<file path="src/rtl/dfx_reconfig_ctrl_if.sv">
// Host/core/config-port signal bundle for the RP reconfiguration sequencer.
// master = sequencer side, slave = environment (host, core top, config port).
interface dfx_reconfig_ctrl_if;
    logic        reconf_req_i;
    logic        reconf_busy_o;
    logic        reconf_done_o;
    logic        reconf_err_o;
    logic        shutdown_req_o;
    logic        shutdown_ack_i;
    logic        dfx_decouple_o;
    logic        rp_reset_o;
    logic        icap_start_o;
    logic        icap_done_i;
    logic        icap_err_i;
    logic [2:0]  state_o;
    logic [15:0] reconf_count_o;

    modport master (
        input  reconf_req_i, shutdown_ack_i, icap_done_i, icap_err_i,
        output reconf_busy_o, reconf_done_o, reconf_err_o, shutdown_req_o,
               dfx_decouple_o, rp_reset_o, icap_start_o, state_o, reconf_count_o
    );

    modport slave (
        output reconf_req_i, shutdown_ack_i, icap_done_i, icap_err_i,
        input  reconf_busy_o, reconf_done_o, reconf_err_o, shutdown_req_o,
               dfx_decouple_o, rp_reset_o, icap_start_o, state_o, reconf_count_o
    );
endinterface

</file>
<file path="src/rtl/dfx_reconfig_ctrl.sv">
// RP reconfiguration sequencer: quiesce, decouple, load, reset hold, release.
// All outputs registered, reacting one cycle after sampled inputs; no backpressure, requests while busy are dropped.
module dfx_reconfig_ctrl #(
    parameter int TimeoutCycles   = 1024,
    parameter int ResetHoldCycles = 16
) (
    input logic                 clk_i,
    input logic                 rst_ni,
    dfx_reconfig_ctrl_if.master bus
);
    typedef enum logic [2:0] {
        IDLE     = 3'd0,
        SHUTDOWN = 3'd1,
        DECOUPLE = 3'd2,
        LOAD     = 3'd3,
        RESET    = 3'd4,
        RELEASE  = 3'd5,
        ERROR    = 3'd6
    } state_e;

    typedef struct packed {
        logic busy;
        logic err;
        logic sreq;
        logic dec;
        logic rst;
    } ctl_t;

    localparam int MaxCycles = (TimeoutCycles > ResetHoldCycles) ? TimeoutCycles : ResetHoldCycles;
    localparam int TimerW    = $clog2(MaxCycles + 1);

    state_e              r_state;
    ctl_t                r_ctl;
    logic [TimerW-1:0]   r_timer;
    logic                r_err_load;
    logic                r_start;
    logic                r_done;
    logic [15:0]         r_count;

    // Control levels that hold while sitting in state s; a load failure keeps the RP isolated.
    function automatic ctl_t ctl_for(input state_e s, input logic load_err);
        ctl_t c;
        c = '0;
        case (s)
            SHUTDOWN: begin c.busy = 1'b1; c.sreq = 1'b1; end
            DECOUPLE: begin c.busy = 1'b1; c.sreq = 1'b1; c.dec = 1'b1; c.rst = 1'b1; end
            LOAD:     begin c.busy = 1'b1; c.dec = 1'b1; c.rst = 1'b1; end
            RESET:    begin c.busy = 1'b1; c.dec = 1'b1; c.rst = 1'b1; end
            RELEASE:  begin c.busy = 1'b1; c.dec = 1'b1; end
            ERROR:    begin c.err = 1'b1; c.dec = load_err; c.rst = load_err; end
            default:  c = '0;
        endcase
        return c;
    endfunction

    always_ff @(posedge clk_i or negedge rst_ni) begin
        if (!rst_ni) begin
            r_state    <= IDLE;
            r_ctl      <= '0;
            r_timer    <= '0;
            r_err_load <= 1'b0;
            r_start    <= 1'b0;
            r_done     <= 1'b0;
            r_count    <= '0;
        end else begin
            r_start <= 1'b0;
            r_done  <= 1'b0;
            case (r_state)
                IDLE: begin
                    if (bus.reconf_req_i) begin
                        r_state <= SHUTDOWN;
                        r_timer <= '0;
                        r_ctl   <= ctl_for(SHUTDOWN, 1'b0);
                    end
                end
                SHUTDOWN: begin
                    if (bus.shutdown_ack_i) begin
                        r_state <= DECOUPLE;
                        r_ctl   <= ctl_for(DECOUPLE, 1'b0);
                    end else if (r_timer == TimerW'(TimeoutCycles - 1)) begin
                        r_state    <= ERROR;
                        r_err_load <= 1'b0;
                        r_ctl      <= ctl_for(ERROR, 1'b0);
                    end else begin
                        r_timer <= r_timer + TimerW'(1);
                    end
                end
                DECOUPLE: begin
                    r_state <= LOAD;
                    r_start <= 1'b1;
                    r_ctl   <= ctl_for(LOAD, 1'b0);
                end
                LOAD: begin
                    if (bus.icap_err_i) begin
                        r_state    <= ERROR;
                        r_err_load <= 1'b1;
                        r_ctl      <= ctl_for(ERROR, 1'b1);
                    end else if (bus.icap_done_i) begin
                        r_state <= RESET;
                        r_timer <= '0;
                        r_ctl   <= ctl_for(RESET, 1'b0);
                    end
                end
                RESET: begin
                    if (r_timer == TimerW'(ResetHoldCycles - 1)) begin
                        r_state <= RELEASE;
                        r_ctl   <= ctl_for(RELEASE, 1'b0);
                    end else begin
                        r_timer <= r_timer + TimerW'(1);
                    end
                end
                RELEASE: begin
                    r_state <= IDLE;
                    r_ctl   <= ctl_for(IDLE, 1'b0);
                    r_done  <= 1'b1;
                    if (r_count != 16'hFFFF) begin
                        r_count <= r_count + 16'd1;
                    end
                end
                ERROR: begin
                    // A failed load leaves the core quiesced, so the retry skips the shutdown handshake.
                    if (bus.reconf_req_i) begin
                        if (r_err_load) begin
                            r_state <= DECOUPLE;
                            r_ctl   <= ctl_for(DECOUPLE, 1'b0);
                        end else begin
                            r_state <= SHUTDOWN;
                            r_timer <= '0;
                            r_ctl   <= ctl_for(SHUTDOWN, 1'b0);
                        end
                    end
                end
                default: begin
                    r_state <= IDLE;
                    r_ctl   <= '0;
                end
            endcase
        end
    end

    assign bus.reconf_busy_o  = r_ctl.busy;
    assign bus.reconf_err_o   = r_ctl.err;
    assign bus.shutdown_req_o = r_ctl.sreq;
    assign bus.dfx_decouple_o = r_ctl.dec;
    assign bus.rp_reset_o     = r_ctl.rst;
    assign bus.icap_start_o   = r_start;
    assign bus.reconf_done_o  = r_done;
    assign bus.state_o        = r_state;
    assign bus.reconf_count_o = r_count;
endmodule

</file>
<file path="src/flat_wrapper.sv">
// flat-port wrapper written by rule: the top's interface ports become plain ports
module dfx_reconfig_ctrl_flat 
#(
    parameter int TimeoutCycles   = 1024,
    parameter int ResetHoldCycles = 16
)
  (clk_i, rst_ni, bus_reconf_req_i, bus_shutdown_ack_i, bus_icap_done_i, bus_icap_err_i, bus_reconf_busy_o, bus_reconf_done_o, bus_reconf_err_o, bus_shutdown_req_o, bus_dfx_decouple_o, bus_rp_reset_o, bus_icap_start_o, bus_state_o, bus_reconf_count_o);
  dfx_reconfig_ctrl_if bus_i ();
  input logic clk_i;
  input logic rst_ni;
  input wire logic [$bits(bus_i.reconf_req_i)-1:0] bus_reconf_req_i;
  input wire logic [$bits(bus_i.shutdown_ack_i)-1:0] bus_shutdown_ack_i;
  input wire logic [$bits(bus_i.icap_done_i)-1:0] bus_icap_done_i;
  input wire logic [$bits(bus_i.icap_err_i)-1:0] bus_icap_err_i;
  output wire logic [$bits(bus_i.reconf_busy_o)-1:0] bus_reconf_busy_o;
  output wire logic [$bits(bus_i.reconf_done_o)-1:0] bus_reconf_done_o;
  output wire logic [$bits(bus_i.reconf_err_o)-1:0] bus_reconf_err_o;
  output wire logic [$bits(bus_i.shutdown_req_o)-1:0] bus_shutdown_req_o;
  output wire logic [$bits(bus_i.dfx_decouple_o)-1:0] bus_dfx_decouple_o;
  output wire logic [$bits(bus_i.rp_reset_o)-1:0] bus_rp_reset_o;
  output wire logic [$bits(bus_i.icap_start_o)-1:0] bus_icap_start_o;
  output wire logic [$bits(bus_i.state_o)-1:0] bus_state_o;
  output wire logic [$bits(bus_i.reconf_count_o)-1:0] bus_reconf_count_o;
  assign bus_i.reconf_req_i = bus_reconf_req_i;
  assign bus_i.shutdown_ack_i = bus_shutdown_ack_i;
  assign bus_i.icap_done_i = bus_icap_done_i;
  assign bus_i.icap_err_i = bus_icap_err_i;
  assign bus_reconf_busy_o = bus_i.reconf_busy_o;
  assign bus_reconf_done_o = bus_i.reconf_done_o;
  assign bus_reconf_err_o = bus_i.reconf_err_o;
  assign bus_shutdown_req_o = bus_i.shutdown_req_o;
  assign bus_dfx_decouple_o = bus_i.dfx_decouple_o;
  assign bus_rp_reset_o = bus_i.rp_reset_o;
  assign bus_icap_start_o = bus_i.icap_start_o;
  assign bus_state_o = bus_i.state_o;
  assign bus_reconf_count_o = bus_i.reconf_count_o;
  dfx_reconfig_ctrl #(.TimeoutCycles(TimeoutCycles), .ResetHoldCycles(ResetHoldCycles)) u_core (.clk_i(clk_i), .rst_ni(rst_ni), .bus(bus_i));
endmodule
</file>
<file path="config.mk">
export PLATFORM = sky130hd
export DESIGN_NAME = dfx_reconfig_ctrl_flat
export DESIGN_NICKNAME = d
export VERILOG_FILES = /design/src/rtl/dfx_reconfig_ctrl_if.sv /design/src/rtl/dfx_reconfig_ctrl.sv /design/src/flat_wrapper.sv
export SDC_FILE = /design/constraint.sdc
export NUM_CORES = 1
export LEC_CHECK = 0
export CORE_MARGIN = 3
export CORE_UTILIZATION = 45
export DETAILED_ROUTE_END_ITERATION = 7
export PLACE_DENSITY = 0.68
export SLEW_MARGIN = 10
export SYNTH_ARGS = -nofsm -noshare
export SYNTH_HDL_FRONTEND = slang
export SYNTH_SLANG_ARGS = --single-unit
export TNS_END_PERCENT = 1
</file>
<file path="constraint.sdc">
create_clock -name clk_i -period 3 [get_ports clk_i]
set_input_delay 0.6 -clock clk_i [delete_from_list [all_inputs] [get_ports clk_i]]
set_output_delay 0.6 -clock clk_i [all_outputs]
set_load 0.005 [all_outputs]
</file>
# Word level (Yosys, flattened, before mapping)
# Index checks and enable logic that the tools add are counted.
dict set report op_classes {
  add_sub_neg 2
  n_eq_ne 22
  n_mux 33
  n_reduce_logical 7
}
# op n
set op_table {}
lappend op_table {{$mux 11} 8}
lappend op_table {{$pmux 11 s5} 1}
lappend op_table {{$mux 5} 7}
lappend op_table {{$pmux 5 s6} 1}
lappend op_table {{$mux 3} 7}
lappend op_table {{$ne 2x2->1 const B} 9}
lappend op_table {{$pmux 3 s6} 1}
lappend op_table {{$add 16x1->16 const B} 1}
lappend op_table {{$ne 16x16->1 const B} 1}
lappend op_table {{$add 11x1->11 const B} 1}
lappend op_table {{$eq 11x10->1 const B} 1}
lappend op_table {{$eq 11x4->1 const B} 1}
lappend op_table {{$eq 3x3->1 const B} 3}
lappend op_table {{$reduce_and 9->1} 1}
lappend op_table {{$eq 3x2->1 const B} 2}
lappend op_table {{$mux 1} 5}
lappend op_table {{$reduce_and 5->1} 1}
lappend op_table {{$reduce_bool 5->1} 1}
lappend op_table {{$mux 2} 2}
lappend op_table {{$ne 2x1->1 const B} 2}
lappend op_table {{$reduce_and 4->1} 1}
lappend op_table {{$eq 3x1->1 const B} 1}
lappend op_table {{$logic_not 3->1} 1}
lappend op_table {{$ne 3x2->1 const B} 1}
lappend op_table {{other kinds (4)} 4}
dict set report totals {
  ff_bits 38
  input_bits 6
  output_inout_bits 26
}

# Logic depth before layout (Yosys ltp)
# Gate-level depths: netlist of the first run.
dict set report logic_depth {
  ltp_word 4
  ltp_mapped 8
  mapped_depth_nobuf 6
}

# Worst setup path before layout of the first run
# Ideal clock, no wire load.
dict set report synth_path {
  path_kind {reg-to-reg}
  start {register u_core.r_state[0] (netlist: u_core.bus.state_o[0])}
  end {register u_core.r_timer[8]}
  setup_time_ns 0.104
  t_arrival_ns 2.062
  required_ns 2.896
  slack_ns 0.835
  path_stages_with_launch 9
  path_buffers 2
  path_cell_list {dfrtp_1 > buf_2 > inv_1 > ha_1 > o2bb2a_1 > o211ai_1 > or3_1 > buf_4 > o41ai_2}
}
dict set report synth_between {
  elab_chain_cells 3
}
# item line
set synth_rtl {}
lappend synth_rtl {{start, declared} dfx_reconfig_ctrl.sv:32} ;# state_e r_state;
lappend synth_rtl {{start signal, assigned} dfx_reconfig_ctrl.sv:58} ;# r_state <= IDLE;
lappend synth_rtl {{start signal, assigned} dfx_reconfig_ctrl.sv:71} ;# r_state <= SHUTDOWN;
lappend synth_rtl {{start signal, assigned} dfx_reconfig_ctrl.sv:78} ;# r_state <= DECOUPLE;
lappend synth_rtl {{$eq 3x1->1, or another cell as far along} dfx_reconfig_ctrl.sv:68} ;# case (r_state)
lappend synth_rtl {{$reduce_bool 5->1 (no line) or $ne 2x2->1 (tied branches)} --}
lappend synth_rtl {{$reduce_and 9->1 (no line)} --}
lappend synth_rtl {{end signal, assigned} dfx_reconfig_ctrl.sv:85} ;# r_timer <= r_timer + TimerW'(1);
lappend synth_rtl {{end signal, assigned} dfx_reconfig_ctrl.sv:109} ;# r_timer <= r_timer + TimerW'(1);
lappend synth_rtl {{end, declared} dfx_reconfig_ctrl.sv:34} ;# logic [TimerW-1:0] r_timer;
# Parallel ways exist; a longest one is shown, timed or not.
# A chain may end at the register's enable or synchronous reset.

# Worst setup path in the final report of the first run
# Ends and elaborated chain as after synthesis.

==> results.cfg, run 1 <==
[finish]
register_area_um2 = 951
multi_input_area_um2 = 1130
drive_above_1_share_pct = 10.3
layout_cell_area_excl_fill_um2 = 2660
nets = 270
insertedDiodeCount = 0
most-common-layout-cells = dfrtp_1, clkdlybuf4s50_1, nand3_1
fillCellCount = 421
area_growth_syn_to_layout_pct = 22.7
final_common_cell = dfrtp_1

[yosys]
dominantRegCellSynth = dfrtp_1
syn_area_um2 = 2170
synth_enable_flop_cells = 0
ys_seq_elements = 38
async_reset_ff_share_pct = 100
syn-instance-count = 227
mappedNetlistNets = 237
synth_warnings = 0
yosys.cell_types.count = 50
syn_area_per_cell_um2 = 9.54
seq_area_frac_synth_pct = 43.9

[cts]
clock_tree.buffer_depth = 2
cts_buffers = 5
postCtsSetupRepairBufs = 0
tritoncts = built
cts_resized = 0
clk_root_buffer_cell = clkbuf_8
path_clk_slew_ps = 80
numClockSinks = 38
hold_buffers = 0
htree_num_levels = 2
later_pin_clock_latency_in_the_skew_report_ps = 290

[drt]
antenna_left = 0
detailedRoute.firstIterationViolations = 93
dr_total_vias = 1813
drt_first_pass_iters = 4
wl_per_cell_um = 14.8
drc_errors = 0
drt_via_density = 5.79
routed_wirelength_mm = 4.62

[power_and_ir_drop]
sw_share_pct = 34.9
power_frac_seq_pct = 34.6
power_report.internal_total_mw = 1.39
power.static_leakage_nw = 1.17
power_per_cell_area_nw_per_um2 = 807
power.combinational.fraction_pct = 40.9
p_sw_uw = 749
pwr-share-clk_pct = 24.5
vdd.ir_drop.worst_v = 0.000369

[floorplanning]
core_area_um2 = 4500
pin_count = 32
dieArea_um2 = 5680
die_x_um = 75.4
core.rowCount = 24
initial_core_util_pct = 48.1
die_y_extent_um = 75.4

[global_route]
grt_pass1_vias = 1650
grt_total_ovfl = 0
wire_length_of_the_first_global_routing_pass_mm = 7.74
grt_antenna_before_repair = 0
grt_max_degree = 39
grt_use_total_pct = 17.5

[run_status]
run_status = complete, no violations

[placement]
port_buffers = 31
gp_routability_congestion = 0.913
placedInstanceArea_um2 = 2520
dp.final_hpwl_mm = 3.25

[setup_path]
crit_path_start_kind = flop
critPathCaptureType = flop
cp_data_required_time_ps = 3190
cp.arrival_ps = 2610
timing.rr.start = u_core.bus.state_o[0]
timing.critical_path.from = u_core.bus.state_o[0]
critical_path_peak_fanout = 16
critPathKind = reg -> reg

[sta]
timing.fmax_mhz = 414
finalHoldViolCount = 0
final.setup.tns_ps = 0
layout_min_cycle_time_ps = 2420
slew_headroom_pct = 43.9
unrepaired_setup_endpoints_after_global_routing = no
worst_pin_slew_ps = 841
skew_ps = 5.89
fin_crit_sh_pct = 80.6
finalSetupViolations = 0
final_slew_viol_count = 0

[flow_run]
drv_cap = 0

[min_path]
worst_hold_path_type = in -> async
==> layout make-up <==
| type | count | share of cell area (%) |
|---|---|---|
| well taps | 52 | 2.45 |
| clock buffers | 5 | 2.59 |
| flip-flops and latches | 38 | 35.8 |
| multi-input cells | 171 | 42.7 |
| inverters | 9 | 1.27 |
| clock inverters | 3 | 2.59 |
| repair buffers | 35 | 12.6 |
==> flip-flops by register name, indices dropped and copies added, names as in the netlist <==
| register | cells |
|---|---|
| u_core.r_timer | 11 |
| u_core.bus.reconf_err_o | 1 |
| u_core.bus.state_o | 3 |
| u_core.bus.dfx_decouple_o | 1 |
| u_core.bus.rp_reset_o | 1 |
| u_core.bus.reconf_done_o | 1 |
| u_core.bus.reconf_busy_o | 1 |
| u_core.r_err_load | 1 |
| u_core.bus.shutdown_req_o | 1 |
| u_core.bus.icap_start_o | 1 |
| u_core.bus.reconf_count_o | 16 |
==> worst max-delay path, stage by stage (launching register included) <==
cell      delay (ps)
dfrtp_1          620
inv_1            120
ha_1             340
o2bb2a_1         240
o211ai_1         100
or3_1            580
o41ai_2          330
==> per-stage QoR <==
stage	worst slack, ps	instances	hold WS [ps]	util (%)	power (mW)
finish	583	313	410	59.0	2.14
global route	341	313	477	59.0	2.30
detailed placement	326	305	470	55.9	1.63
floorplan	835	227	304	-	1.31
CTS	581	313	440	59.0	2.16
global placement	364	305	460	55.9	1.61
==> synth_stat cells (2+ instances only) <==
| cell type | n | area [µm²] |
|---|---|---|
| xor2_1 | 6 | 52.6 |
| buf_2 | 3 | 15.0 |
| nand2_1 | 12 | 45.0 |
| o21ai_0 | 9 | 45.0 |
| or2_2 | 3 | 18.8 |
| o41ai_2 | 3 | 48.8 |
| nor4_1 | 4 | 25.0 |
| and3_1 | 3 | 18.8 |
| nor3_1 | 8 | 40.0 |
| xnor2_1 | 6 | 52.6 |
| a21oi_1 | 11 | 55.1 |
| and2_1 | 2 | 12.5 |
| clkbuf_1 | 2 | 7.51 |
| a21o_1 | 4 | 30.0 |
| nand2b_1 | 7 | 43.8 |
| or4_1 | 2 | 15.0 |
| nand3b_1 | 2 | 15.0 |
| o31ai_1 | 14 | 105 |
| nand4_1 | 3 | 18.8 |
| buf_4 | 2 | 15.0 |
| nor2_1 | 17 | 63.8 |
| mux2_2 | 2 | 22.5 |
| a31oi_1 | 4 | 25.0 |
| o22ai_1 | 3 | 18.8 |
| ha_1 | 4 | 50.1 |
| mux2_4 | 3 | 45.0 |
| dfrtp_1 | 38 | 951 |
| o21a_1 | 3 | 22.5 |
| inv_1 | 9 | 33.8 |
| nand3_1 | 18 | 90.1 |
==> worst paths after layout <==
check / slack (ps) / to / cells after the start
min reg2reg: 480 / u_core.bus.reconf_err_o / 1
max in group asynchronous: 2070 / u_core.r_err_load / 1
min in group clk_i: 480 / u_core.bus.reconf_err_o / 1
max reg2reg: 580 / u_core.r_timer[8] / 6
min: 410 / u_core.bus.icap_start_o / 1
max: 580 / u_core.r_timer[8] / 6
==> cell families (layout without fill, tap and decap cells) <==
kind of cell / count (synthesis) / after routing / synth area share, %
multiplexers: 6 / 6 / 3.58
AO/OA/AOI/OAI: 60 / 60 / 19.9
adder cells (fa/ha/maj): 4 / 4 / 2.31
AND/OR/NAND/NOR: 89 / 89 / 21.8
XOR/XNOR: 12 / 12 / 4.85
buffers and inverters: 18 / 52 / 3.70
flip-flops: 38 / 38 / 43.9
==> power by group through the flow <==
stage / registers, mW / logic (mW) / clock network [mW]
5_1_grt: 0.762 / 0.983 / 0.559
6_report: 0.741 / 0.876 / 0.526
4_1_cts: 0.742 / 0.878 / 0.539
3_3_place_gp: 0.751 / 0.863 / 0
2_1_floorplan: 0.703 / 0.606 / 0
3_5_place_dp: 0.752 / 0.875 / 0
==> per-layer routing <==
| metal | up-vias | part of all wire [%] | track usage [%] |
|---|---|---|---|
| li1 | 905 | - | - |
| met1 | 867 | 50 | 25.5 |
| met2 | 35 | 45 | 26.0 |
| met3 | 6 | 3.8 | 3.17 |
| met4 | 0 | 1.2 | 6.02 |
| met5 | - | 0 | 0 |
Note: power is estimated with default switching activity, not from simulation.
==> run 2, diff against run 1 <==
--- a/config.mk
+++ b/config.mk
@@ -8,7 +8,7 @@
 export CORE_MARGIN = 3
 export CORE_UTILIZATION = 45
 export DETAILED_ROUTE_END_ITERATION = 7
-export PLACE_DENSITY = 0.68
+export PLACE_DENSITY = 0.71
 export SLEW_MARGIN = 10
 export SYNTH_ARGS = -nofsm -noshare
 export SYNTH_HDL_FRONTEND = slang
==> constraint.sdc (replaced) <==
create_clock -name clk_i -period 2 [get_ports clk_i]
set_input_delay 0.4 -clock clk_i [delete_from_list [all_inputs] [get_ports clk_i]]
set_output_delay 0.4 -clock clk_i [all_outputs]
set_load 0.005 [all_outputs]
==> results.cfg, run 2 (same netlist as run 1, synthesis figures left out) <==
[power_and_ir_drop]
sw_share_pct = 34.0
power_mw = 3.55
vdd.ir_drop.worst_v = 0.000543
pwr-share-clk_pct = 22.1
power_frac_seq_pct = 30.2
power.combinational.fraction_pct = 47.7
power.static_leakage_nw = 1.35
p_sw_mw = 1.21
power_per_cell_area_nw_per_um2 = 1170
power_report.internal_total_mw = 2.34

[run_status]
run_status = complete, no violations

[global_route]
grt_antenna_before_repair = 0
grt_use_total_pct = 20.0
wire_length_of_the_first_global_routing_pass_mm = 8.67
grt_max_degree = 39
grt_pass1_vias = 1813
grt_total_ovfl = 0

[floorplanning]
initial_core_util_pct = 48.1
die_y_extent_um = 75.4
core.rowCount = 24
die_x_um = 75.4
core_area_um2 = 4500
pin_count = 32
dieArea_um2 = 5680

[cts]
numClockSinks = 38
htree_num_levels = 2
clock_tree.buffer_depth = 2
path_clk_slew_ps = 80
cts_buffers = 5
tritoncts = built
clk_root_buffer_cell = clkbuf_8
later_pin_clock_latency_in_the_skew_report_ps = 290

[drt]
antenna_left = 0
drt_via_density = 5.53
dr_total_vias = 1937
detailedRoute.firstIterationViolations = 85
routed_wirelength_mm = 5.13
wl_per_cell_um = 14.6
drc_errors = 0
drt_first_pass_iters = 4

[finish]
final_common_cell = buf_4
final_util_pct = 67.2
drive_above_1_share_pct = 25.5
area_growth_syn_to_layout_pct = 39.7
final_non_filler_cells = 350
layout_cell_area_excl_fill_um2 = 3030
nets = 307
insertedDiodeCount = 0
most-common-layout-cells = buf_4, dfrtp_1, clkdlybuf4s50_1
largest_register_ffs = 16

[sta]
timing.final.ws_setup_ps = 90.3
finalHoldViolCount = 0
timing.fmax_mhz = 524
skew_ps = 8.73
finalSetupViolations = 0
final_slew_viol_count = 0
slew_headroom_pct = 67.6
worst_pin_slew_ps = 483
final.setup.tns_ps = 0
fin_worst_hold_slack_ps = 145
fin_crit_sh_pct = 95.5
layout_min_cycle_time_ps = 1910

[placement]
port_buffers = 31
gp_routability_congestion = 0.923
placed_cells = 341
dp_worst_setup_slack_ps = -293
placedInstanceArea_um2 = 2810
dp.final_hpwl_mm = 3.69

[setup_path]
critical_path_peak_fanout = 10
critPathCaptureType = flop
critPathKind = in -> reg
crit_path_start_kind = input pin
cp_data_required_time_ps = 2190
cpMaxStageDelayCell = clkdlybuf4s50_1
crit_chain = clkdlybuf4s50_1 > or2_1 > a32oi_1 > o211ai_1 > or3_1 > buf_6 > o31ai_1
rr_worst_depth = 6
cp.arrival_ps = 2100
crit_path_max_incr_delay_ps = 410

[min_path]
worst_hold_path_type = in -> async

[flow_run]
drv_cap = 0
-- run 2: changes by cell type in the layout (fill, tap and decap cells not counted), sizes merged --
cell | before | now
buf | 5 | 42
-- run 2: area by class of cell --
type / instances / area, µm²
multi-input combinational: 171 / 1210
timing repair buffer: 72 / 621
tap: 52 / 65.1
inverter: 9 / 33.8
sequential: 38 / 955
clock buffer: 5 / 68.8
clock inverter: 3 / 68.8
fill: 374 / 1480
-- run 2: final timing paths --
path	startpoint	endpoint	slack [ps]
worst max register to register	u_core.r_timer[1]	u_core.bus.shutdown_req_o	100
worst max-delay path	bus_shutdown_ack_i	u_core.r_timer[10]	90
min in group clk_i	u_core.bus.reconf_err_o	u_core.bus.reconf_err_o	480
max in group asynchronous	rst_ni	u_core.bus.state_o[2]	1500
worst min register to register	u_core.bus.reconf_err_o	u_core.bus.reconf_err_o	480
worst min-delay path	rst_ni	u_core.bus.dfx_decouple_o	150
-- run 2: power groups by stage --
stage / clock (mW) / sequential [mW] / combinational (mW)
after floorplan: 0 / 1.06 / 0.961
after global placement: 0 / 1.08 / 1.61
after detailed placement: 0 / 1.08 / 1.63
after CTS: 0.805 / 1.07 / 1.65
after global routing: 0.848 / 1.10 / 1.89
final: 0.784 / 1.07 / 1.69
-- run 2: what timing repair did --
action / 4_1_cts / 5_1_grt
pin swaps: 0 / 7
gates resized for setup: 4 / 11
endpoints found under the setup margin: 10 / 18
hold buffers: 0 / 0
hold endpoints to repair: 0 / 0
setup buffers: 0 / 1
-- run 2: per-layer routing --
metal  global-route usage [%]  wire length, µm  vias up
met1                     26.9             2350      920
li1                         -                -      976
met3                     4.49              177        2
met2                     31.7             2560       39
met4                     6.80               33        0
met5                        0                0        -
-- run 2: critical path: cells and delay by family --
family / cells / cell delay [ps]
simple gates: 2 / 560
compound gates: 3 / 560
buf+inv: 2 / 570
==> run 3, diff against run 2 <==
--- a/config.mk
+++ b/config.mk
@@ -7,9 +7,9 @@
 export LEC_CHECK = 0
 export CORE_MARGIN = 3
 export CORE_UTILIZATION = 45
+export CTS_CLUSTER_SIZE = 24
 export DETAILED_ROUTE_END_ITERATION = 7
 export PLACE_DENSITY = 0.71
-export SLEW_MARGIN = 10
 export SYNTH_ARGS = -nofsm -noshare
 export SYNTH_HDL_FRONTEND = slang
 export SYNTH_SLANG_ARGS = --single-unit
==> results of run 3 <==
Final layout, timing and power as in run 2 (identical DEF).
